### config.mk
export PLATFORM = sky130hd
export DESIGN_NAME = primogen_seq
export DESIGN_NICKNAME = d
export VERILOG_FILES = /design/src/rtl/primogen_seq.sv
export SDC_FILE = /design/constraint.sdc
export NUM_CORES = 1
export LEC_CHECK = 0
export BUFFER_PORTS_ARGS = -buffer_cell sky130_fd_sc_hd__buf_2
export CAP_MARGIN = 20
export CORE_ASPECT_RATIO = 0.75
export CORE_MARGIN = 2
export CORE_UTILIZATION = 43
export CTS_CLUSTER_DIAMETER = 80
export CTS_CLUSTER_SIZE = 10
export DETAILED_ROUTE_END_ITERATION = 8
export PLACE_DENSITY = 0.66
export REMOVE_ABC_BUFFERS = 1
export SYNTH_ARGS = -nofsm -noshare
export SYNTH_HDL_FRONTEND = slang
export SYNTH_SLANG_ARGS = --single-unit
### constraint.sdc
create_clock -name clk_i -period 2.4 [get_ports clk_i]
set_input_delay 0.12 -clock clk_i [delete_from_list [all_inputs] [get_ports clk_i]]
set_output_delay 0.12 -clock clk_i [all_outputs]
set_load 0.1 [all_outputs]
### src/rtl/primogen_seq.sv
// Random-access front end for one primogen: steps or restarts the generator
// until it sits on the requested prime index, then returns that prime.
//
// state     | meaning
// ----------+--------------------------------------------------------------
// S_INIT    | gen_rst pulse after reset
// S_SYNC    | wait for generator ready after INIT
// S_IDLE    | accept a request, decide between hit, step and restart
// S_RESTART | gen_rst pulse because the target is behind or position unknown
// S_RSYNC   | wait for generator ready after RESTART
// S_CHECK   | compare current index against target
// S_STEP    | one-cycle gen_go pulse
// S_WAIT_LO | wait for generator to go busy
// S_WAIT_HI | wait for generator to finish the step
// S_RESP    | hold response until the client takes it
module primogen_seq #(
    parameter int WIDTH   = 16,
    parameter int IDX_W   = 8,
    parameter int TIMEOUT = 4096
) (
    input  logic             clk_i,
    input  logic             rst_ni,
    input  logic             req_valid_i,
    input  logic [IDX_W-1:0] req_idx_i,
    output logic             req_ready_o,
    output logic             resp_valid_o,
    input  logic             resp_ready_i,
    output logic [WIDTH-1:0] resp_prime_o,
    output logic             resp_err_o,
    output logic             gen_rst_o,
    output logic             gen_go_o,
    input  logic             gen_ready_i,
    input  logic             gen_error_i,
    input  logic [WIDTH-1:0] gen_res_i
);

    localparam int               TW      = $clog2(TIMEOUT + 1);
    localparam logic [TW-1:0]    TMAX    = TW'(TIMEOUT);
    localparam logic [IDX_W-1:0] IDX_MAX = '1;

    typedef enum logic [3:0] {
        S_INIT,
        S_SYNC,
        S_IDLE,
        S_RESTART,
        S_RSYNC,
        S_CHECK,
        S_STEP,
        S_WAIT_LO,
        S_WAIT_HI,
        S_RESP
    } state_e;

    state_e           state_q,      state_d;
    logic [IDX_W-1:0] cur_idx_q,    cur_idx_d;
    logic [IDX_W-1:0] tgt_q,        tgt_d;
    logic             pos_valid_q,  pos_valid_d;
    logic [TW-1:0]    timer_q,      timer_d;
    logic             req_ready_q,  req_ready_d;
    logic             resp_valid_q, resp_valid_d;
    logic [WIDTH-1:0] resp_prime_q, resp_prime_d;
    logic             resp_err_q,   resp_err_d;
    logic             gen_go_q,     gen_go_d;
    logic             gen_rst_q,    gen_rst_d;

    logic timeout;
    logic counting;

    assign timeout  = (timer_q == TMAX);
    assign counting = (state_q == S_SYNC) || (state_q == S_RSYNC) ||
                      (state_q == S_WAIT_LO) || (state_q == S_WAIT_HI);

    always_comb begin
        state_d      = state_q;
        cur_idx_d    = cur_idx_q;
        tgt_d        = tgt_q;
        pos_valid_d  = pos_valid_q;
        timer_d      = timer_q;
        req_ready_d  = req_ready_q;
        resp_valid_d = resp_valid_q;
        resp_prime_d = resp_prime_q;
        resp_err_d   = resp_err_q;
        gen_go_d     = 1'b0;
        gen_rst_d    = 1'b0;

        case (state_q)
            S_INIT: begin
                state_d = S_SYNC;
            end
            S_SYNC: begin
                if (gen_ready_i && !gen_error_i) begin
                    cur_idx_d   = '0;
                    pos_valid_d = 1'b1;
                    req_ready_d = 1'b1;
                    state_d     = S_IDLE;
                end else if (gen_error_i || timeout) begin
                    pos_valid_d = 1'b0;
                    req_ready_d = 1'b1;
                    state_d     = S_IDLE;
                end
            end
            S_IDLE: begin
                if (req_valid_i && req_ready_q) begin
                    tgt_d       = req_idx_i;
                    req_ready_d = 1'b0;
                    if (pos_valid_q && req_idx_i == cur_idx_q) begin
                        resp_valid_d = 1'b1;
                        resp_err_d   = 1'b0;
                        resp_prime_d = gen_res_i;
                        state_d      = S_RESP;
                    end else if (pos_valid_q && req_idx_i > cur_idx_q) begin
                        gen_go_d = 1'b1;
                        state_d  = S_STEP;
                    end else begin
                        gen_rst_d = 1'b1;
                        state_d   = S_RESTART;
                    end
                end
            end
            S_RESTART: begin
                state_d = S_RSYNC;
            end
            S_RSYNC: begin
                if (gen_ready_i && !gen_error_i) begin
                    cur_idx_d   = '0;
                    pos_valid_d = 1'b1;
                    state_d     = S_CHECK;
                end else if (gen_error_i || timeout) begin
                    pos_valid_d  = 1'b0;
                    resp_valid_d = 1'b1;
                    resp_err_d   = 1'b1;
                    resp_prime_d = '0;
                    state_d      = S_RESP;
                end
            end
            S_CHECK: begin
                // The saturation guard keeps cur_idx from ever wrapping.
                if (cur_idx_q == tgt_q || cur_idx_q == IDX_MAX) begin
                    resp_valid_d = 1'b1;
                    resp_err_d   = 1'b0;
                    resp_prime_d = gen_res_i;
                    state_d      = S_RESP;
                end else begin
                    gen_go_d = 1'b1;
                    state_d  = S_STEP;
                end
            end
            S_STEP: begin
                state_d = S_WAIT_LO;
            end
            S_WAIT_LO: begin
                if ((gen_ready_i && gen_error_i) || timeout) begin
                    pos_valid_d  = 1'b0;
                    resp_valid_d = 1'b1;
                    resp_err_d   = 1'b1;
                    resp_prime_d = '0;
                    state_d      = S_RESP;
                end else if (!gen_ready_i) begin
                    state_d = S_WAIT_HI;
                end
            end
            S_WAIT_HI: begin
                if ((gen_ready_i && gen_error_i) || (!gen_ready_i && timeout)) begin
                    pos_valid_d  = 1'b0;
                    resp_valid_d = 1'b1;
                    resp_err_d   = 1'b1;
                    resp_prime_d = '0;
                    state_d      = S_RESP;
                end else if (gen_ready_i) begin
                    cur_idx_d = cur_idx_q + 1'b1;
                    state_d   = S_CHECK;
                end
            end
            S_RESP: begin
                if (resp_ready_i) begin
                    resp_valid_d = 1'b0;
                    resp_err_d   = 1'b0;
                    req_ready_d  = 1'b1;
                    state_d      = S_IDLE;
                end
            end
            default: begin
                state_d = S_INIT;
            end
        endcase

        // Timer restarts on every state change and saturates at TIMEOUT.
        if (state_d != state_q) begin
            timer_d = '0;
        end else if (counting && !timeout) begin
            timer_d = timer_q + 1'b1;
        end
    end

    always_ff @(posedge clk_i or negedge rst_ni) begin
        if (!rst_ni) begin
            state_q      <= S_INIT;
            cur_idx_q    <= '0;
            tgt_q        <= '0;
            pos_valid_q  <= 1'b0;
            timer_q      <= '0;
            req_ready_q  <= 1'b0;
            resp_valid_q <= 1'b0;
            resp_prime_q <= '0;
            resp_err_q   <= 1'b0;
            gen_go_q     <= 1'b0;
            gen_rst_q    <= 1'b1;
        end else begin
            state_q      <= state_d;
            cur_idx_q    <= cur_idx_d;
            tgt_q        <= tgt_d;
            pos_valid_q  <= pos_valid_d;
            timer_q      <= timer_d;
            req_ready_q  <= req_ready_d;
            resp_valid_q <= resp_valid_d;
            resp_prime_q <= resp_prime_d;
            resp_err_q   <= resp_err_d;
            gen_go_q     <= gen_go_d;
            gen_rst_q    <= gen_rst_d;
        end
    end

    assign req_ready_o  = req_ready_q;
    assign resp_valid_o = resp_valid_q;
    assign resp_prime_o = resp_prime_q;
    assign resp_err_o   = resp_err_q;
    assign gen_go_o     = gen_go_q;
    assign gen_rst_o    = gen_rst_q;

endmodule

==> results.ini, run 1 <==
[sta]
finalSetupViolations=29
tightest_slew_ns=0.4985
min_period_ns=2.618
fmax_ghz=0.3819
hold_viol_final=0
post-route-period-util=1.091
skew_ns=0.006233
slew_viol_final=0
fin_hold_ws_ns=0.01471
tns_ns=-4.257
rsz0062_at_grt=yes
setup_ws_ns=-0.2185
slew_headroom=0.6651

[global_route]
grt_first_pass_wirelength_um=14100
antenna_found_initial=0
grt_max_degree=55
overflow=0
grt_pass1_vias=2879
grt_usage=0.2114

[worst_setup_path]
worstPathRequired_ns=2.65
path_max_fanout=7
arrival_ns=2.87
cp-end-kind=flip-flop
crit_type=reg -> reg
startpoint_type=flip-flop

[synthesis]
synthFlopType=dfrtp_1
synth-seq-area-share=0.4156
async_reset_ff_frac=1.000
synth_cells=363
ys_warn_count=0
syn_area_per_cell_um2=9.131
synth_seq_cells=55
netlist_area_um2=3314
ys_types=59
synth_edf_count=0

[layout]
finalNetCount=513
layout_commonest_cell=buf_4
final_cell_mix=buf_4, nand2_1, dfrtp_1, buf_2, xnor2_1
final_area_um2=4469
syn_to_final_growth_pct=34.84
layout-drive-gt1-share=0.3467
stdcell_count=574
antenna_cells=0

[clocking]
h-tree-depth=2
clk_pin_slew_worst_paths_ns=0.11
cts_buffers=5
cts_max_path_buffers=2
tritoncts=yes
clock_latency_ns=0.32
cts-root-buf=clkbuf_8
clock_sinks=55

[die]
die_h_um=80.04
core-area_um2=7398
start_util=0.4480
ios=51
rows=27
die_x_um=105.4
design.die.area_um2=8434

[placement]
io_buffers=50
place.gp.congestion=0.9600
placed_cell_area_um2=4089
place_inst=558
dp_hpwl_um=6110

[route]
antenna_left=0
drt_pre_antenna_iters=5
routed_wirelength_um=8770
dr_wl_met3_um=561
vias=3050
initialDrtViolationCount=189
wl_per_cell_um=15.28
viasPerCell=5.314
drcViolationCount=0
wl_met2_um=3755
highest_layer=met4
wl_met1_um=4353

[status]
outcome=complete, but fails checks
violations=negative setup slack

[worst_hold_path]
hp-class=in -> reg

[flow_run]
cap_viol_max_count=0

[worst paths after layout]
check / startpoint / to / depth (start not counted) / slack (ns)
min reg2reg: resp_prime_o[8]$_DFFE_PN0P_ / resp_prime_o[8]$_DFFE_PN0P_ / 2 / 0.49
min: gen_res_i[10] / resp_prime_o[10]$_DFFE_PN0P_ / 3 / 0.01
max in group asynchronous: rst_ni / gen_rst_o$_DFF_PN1_ / 3 / 1.76
max reg2reg: timer_q[1]$_DFFE_PN0P_ / timer_q[5]$_DFFE_PN0P_ / 10 / -0.22
min in group asynchronous: rst_ni / gen_go_o$_DFF_PN0_ / 2 / 0.11
max: timer_q[1]$_DFFE_PN0P_ / timer_q[5]$_DFFE_PN0P_ / 10 / -0.22
[area by class of cell]
type | count | area (µm²)
timing repair buffer | 118 | 817.0
clock inverter | 3 | 46.29
sequential | 55 | 1378
fill | 627 | 2929
clock buffer | 5 | 68.82
inverter | 16 | 60.06
tap | 101 | 126.4
multi-input combinational | 276 | 1973
[synth_stat cells, drive strengths merged, types with 2 or more instances]
master	number	area share
a211oi	2	0.0045
a21oi	13	0.020
a221oi	2	0.0072
and2	5	0.0094
and3	2	0.0038
and4	5	0.013
and4b	2	0.0060
buf	9	0.016
clkbuf	8	0.0094
dfrtp	54	0.41
ha	11	0.042
inv	16	0.018
mux2	8	0.028
nand2	55	0.062
nand2b	5	0.0094
nand3	13	0.020
nand4	11	0.021
nor2	19	0.022
nor2b	3	0.0057
nor3	21	0.047
nor4	2	0.0038
nor4b	2	0.0053
o211ai	3	0.0068
o21a	3	0.0068
o21ai	33	0.050
o221ai	2	0.0053
or3	3	0.0072
or4b	2	0.0072
xnor2	26	0.069
xor2	4	0.011
[registers in the layout (all words and copies together) (netlist names)]
name	count
resp_prime_o	16
tgt_q	8
resp_err_o	1
resp_valid_o	1
gen_rst_o	1
cur_idx_q	8
req_ready_o	1
state_q	4
timer_q	13
pos_valid_q	1
gen_go_o	1
[per-layer routing]
metal  GRT usage  up-vias
li1            -     1504
met1      0.3191     1431
met2      0.3090      104
met3     0.04082       11
met4     0.05200        0
met5           0        -
[repair_timing]
action | 4_1_cts | 5_1_grt
endpoints found under the hold margin | 54 | 0
gates resized for setup | 7 | 36
gates cloned | 1 | 1
pin swaps | 15 | 11
buffers inserted | 1 | 5
hold buffers | 1 | 0
endpoints found under the setup margin | 30 | 32
[stage by stage]
stage | setup WS (ns) | utilization
after floorplan | -0.3930 | -
after global placement | -0.1703 | 0.5527
after detailed placement | -0.2574 | 0.5527
after CTS | -0.1832 | 0.5759
after global routing | -0.3025 | 0.6041
final | -0.2185 | 0.6041
[logic make-up (layout without fill, tap and decap cells)]
group                    after synthesis  in the layout  synth area share
AO/OA/AOI/OAI                         72             72            0.1397
XOR/XNOR                              30             30           0.07927
adder cells (fa/ha/maj)               11             11           0.04152
buffers and inverters                 33            142           0.04379
flip-flops                            55             55            0.4156
multiplexers                           8              9           0.02831
AND/OR/NAND/NOR                      154            154            0.2518
[critical path, stage by stage, from the launching register on]
cell,delay (ns)
dfrtp_1,0.41
inv_1,0.08
ha_1,0.13
or4b_4,0.51
o311ai_4,0.30
o2bb2ai_1,0.16
nand4_1,0.21
xnor2_2,0.24
nand3_4,0.14
buf_12,0.20
nor3_2,0.17
Power of run 1 is not shown: default switching activity piles up to over one toggle a cycle in this logic, so the estimate is an artifact.
==> inputs of run 2 (changes only) <==
CTS_CLUSTER_SIZE = 12   (was 10)
SETUP_SLACK_MARGIN = 0.3   (was default)
TNS_END_PERCENT = 20   (was default)
==> run 2 against run 1 <==
Cell count unchanged. First-iteration DRC count is 19% higher. Die area stayed put. Setup slack gained 0.015 ns. Critical path type unchanged. Utilization down 1.3 points. The run still ends with negative setup slack left. Highest routed layer unchanged. Global-route usage about the same. Sequential share of layout area is 0.69 points higher.
==> results.ini, run 2 (synthesis gave the netlist of run 1 again) <==
[status]
outcome=complete, but fails checks  ; unchanged
violations=negative setup slack  ; unchanged

[route]
routed_wirelength_um=8620  ; was 8770 µm
wl_per_cell_um=15.02  ; was 15.28 µm
viasPerCell=5.289  ; was 5.314
initialDrtViolationCount=225  ; was 189
vias=3036  ; was 3,050
antenna_left=0  ; unchanged
drt_pre_antenna_iters=4  ; was 5
drcViolationCount=0  ; unchanged

[die]
start_util=0.4480  ; unchanged
core-area_um2=7398  ; unchanged
ios=51  ; unchanged
die_h_um=80.04  ; unchanged
rows=27  ; unchanged
die_x_um=105.4  ; unchanged
design.die.area_um2=8434  ; unchanged

[worst_setup_path]
r2r_cells=12  ; was 10
crit_type=reg -> reg  ; unchanged
ff2ff_setup_slack_ns=-0.20  ; was -0.22 ns
crit_start=timer_q[1]$_DFFE_PN0P_  ; unchanged
arrival_ns=2.85  ; was 2.87 ns
path_max_fanout=7  ; unchanged
r2r_start=timer_q[1]$_DFFE_PN0P_  ; unchanged
cp-end-kind=flip-flop  ; unchanged
r2r-end=timer_q[5]$_DFFE_PN0P_  ; unchanged
startpoint_type=flip-flop  ; unchanged
worstPathRequired_ns=2.65  ; about the same

[worst_hold_path]
worstHoldStart=gen_res_i[10]  ; unchanged
holdPathStages=3  ; unchanged
hp-class=in -> reg  ; unchanged
min_to=resp_prime_o[10]$_DFFE_PN0P_  ; unchanged

[clocking]
h-tree-depth=2  ; unchanged
cts_max_path_buffers=2  ; unchanged
cts-root-buf=clkbuf_8  ; unchanged
clock_sinks=55  ; unchanged
cts_buffers=5  ; unchanged
clock_latency_ns=0.32  ; about the same
clk_pin_slew_worst_paths_ns=0.11  ; about the same
tritoncts=yes  ; unchanged

[global_route]
antenna_found_initial=0  ; unchanged
overflow=0  ; unchanged
grt_usage=0.2118  ; was 0.2114
grt_pass1_vias=2874  ; was 2,879
grt_max_degree=55  ; unchanged
grt_first_pass_wirelength_um=14120  ; was 14,100 µm

[layout]
finalNetCount=513  ; unchanged
final_cell_mix=buf_4, nand2_1, dfrtp_1, buf_2, o21ai_0  ; was buf_4, nand2_1, dfrtp_1, buf_2, xnor2_1
layout-drive-gt1-share=0.3425  ; was 0.3467
utilization=0.5909  ; was 0.6041
layout_commonest_cell=buf_4  ; unchanged
largest_reg_flops=16  ; unchanged
antenna_cells=0  ; unchanged
syn_to_final_growth_pct=31.90  ; was 34.84%
final_area_um2=4372  ; was 4469 µm²

[placement]
dp_hpwl_um=6110  ; unchanged
place.gp.congestion=0.9600  ; unchanged
io_buffers=50  ; unchanged
placed_cell_area_um2=4089  ; unchanged

[sta]
tns_ns=-4.060  ; was -4.257 ns
hold_viol_final=0  ; unchanged
finalSetupViolations=29  ; unchanged
slew_headroom=0.6750  ; was 0.6651
rsz0062_at_grt=yes  ; unchanged
min_period_ns=2.603  ; was 2.618 ns
slew_viol_final=0  ; unchanged
fmax_ghz=0.3842  ; was 0.3819 GHz
skew_ns=0.006250  ; was 0.006233 ns
tightest_slew_ns=0.4908  ; was 0.4985 ns
setup_ws_ns=-0.2030  ; was -0.2185 ns
post-route-period-util=1.085  ; was 1.091

[flow_run]
cap_viol_max_count=0  ; unchanged

[pwr]
p_leak_nw=2.009
powerDensity_nw_per_um2=1549
power_mw=6.771
ir_worst_vdd_v=0.0008827

-- run 2: where the power goes --
group / internal [mW] / switching (mW)
Sequential: 1.27 / 0.208
Combinational: 1.64 / 3.00
Clock: 0.315 / 0.334
-- run 2: metal layers --
layer	track usage	up-vias	wire, µm
met2	0.3084	113	3627
met4	0.05200	0	91
met5	0	-	0
met3	0.04082	12	616
li1	-	1506	-
met1	0.3207	1405	4285
-- run 2: worst max path at each step --
stage / end / slack [ns] / cells after the start
final: timer_q[5]$_DFFE_PN0P_ / -0.20 / 12
after global routing: timer_q[8]$_DFFE_PN0P_ / -0.30 / 12
after CTS: timer_q[1]$_DFFE_PN0P_ / -0.18 / 9
after global placement: timer_q[8]$_DFFE_PN0P_ / -0.17 / 9
after detailed placement: timer_q[9]$_DFFE_PN0P_ / -0.26 / 9
after floorplan: resp_prime_o[0]$_DFFE_PN0P_ / -0.39 / 6
-- run 2: what timing repair did --
item,4_1_cts,5_1_grt
endpoints found under the hold margin,54,0
pin swaps,15,5
hold buffers,1,0
buffers inserted,1,4
setup endpoints to repair,35,37
resized for setup,7,14
cloned,1,1
-- run 2: metrics by stage --
stage,instances,hold WS (ns),setup WS [ns]
after floorplan,346,-0.1756,-0.3930
after global placement,558,-0.07594,-0.1703
after detailed placement,558,-0.07448,-0.2574
after CTS,569,0.02378,-0.1832
after global routing,574,0.01739,-0.2998
final,574,0.02767,-0.2030
-- run 2: worst max-delay path, stage by stage (launching register included) --
cell	delay, ns
dfrtp_1	0.41
inv_1	0.08
ha_1	0.13
or4b_4	0.49
buf_4	0.16
o31ai_4	0.19
buf_6	0.14
o2bb2ai_1	0.06
nand4_1	0.17
xnor2_2	0.14
nand3_2	0.18
buf_12	0.21
nor3_2	0.17
-- run 2: final cells by class --
type | count | area, µm²
fillers | 644 | 3027
inverters | 16 | 60.06
flip-flops and latches | 55 | 1378
well taps | 101 | 126.4
clock inverters | 3 | 46.29
multi-input cells | 276 | 1879
clock buffers | 5 | 68.82
repair buffers | 118 | 813.3
No activity file was read; power rests on OpenSTA's default activity.
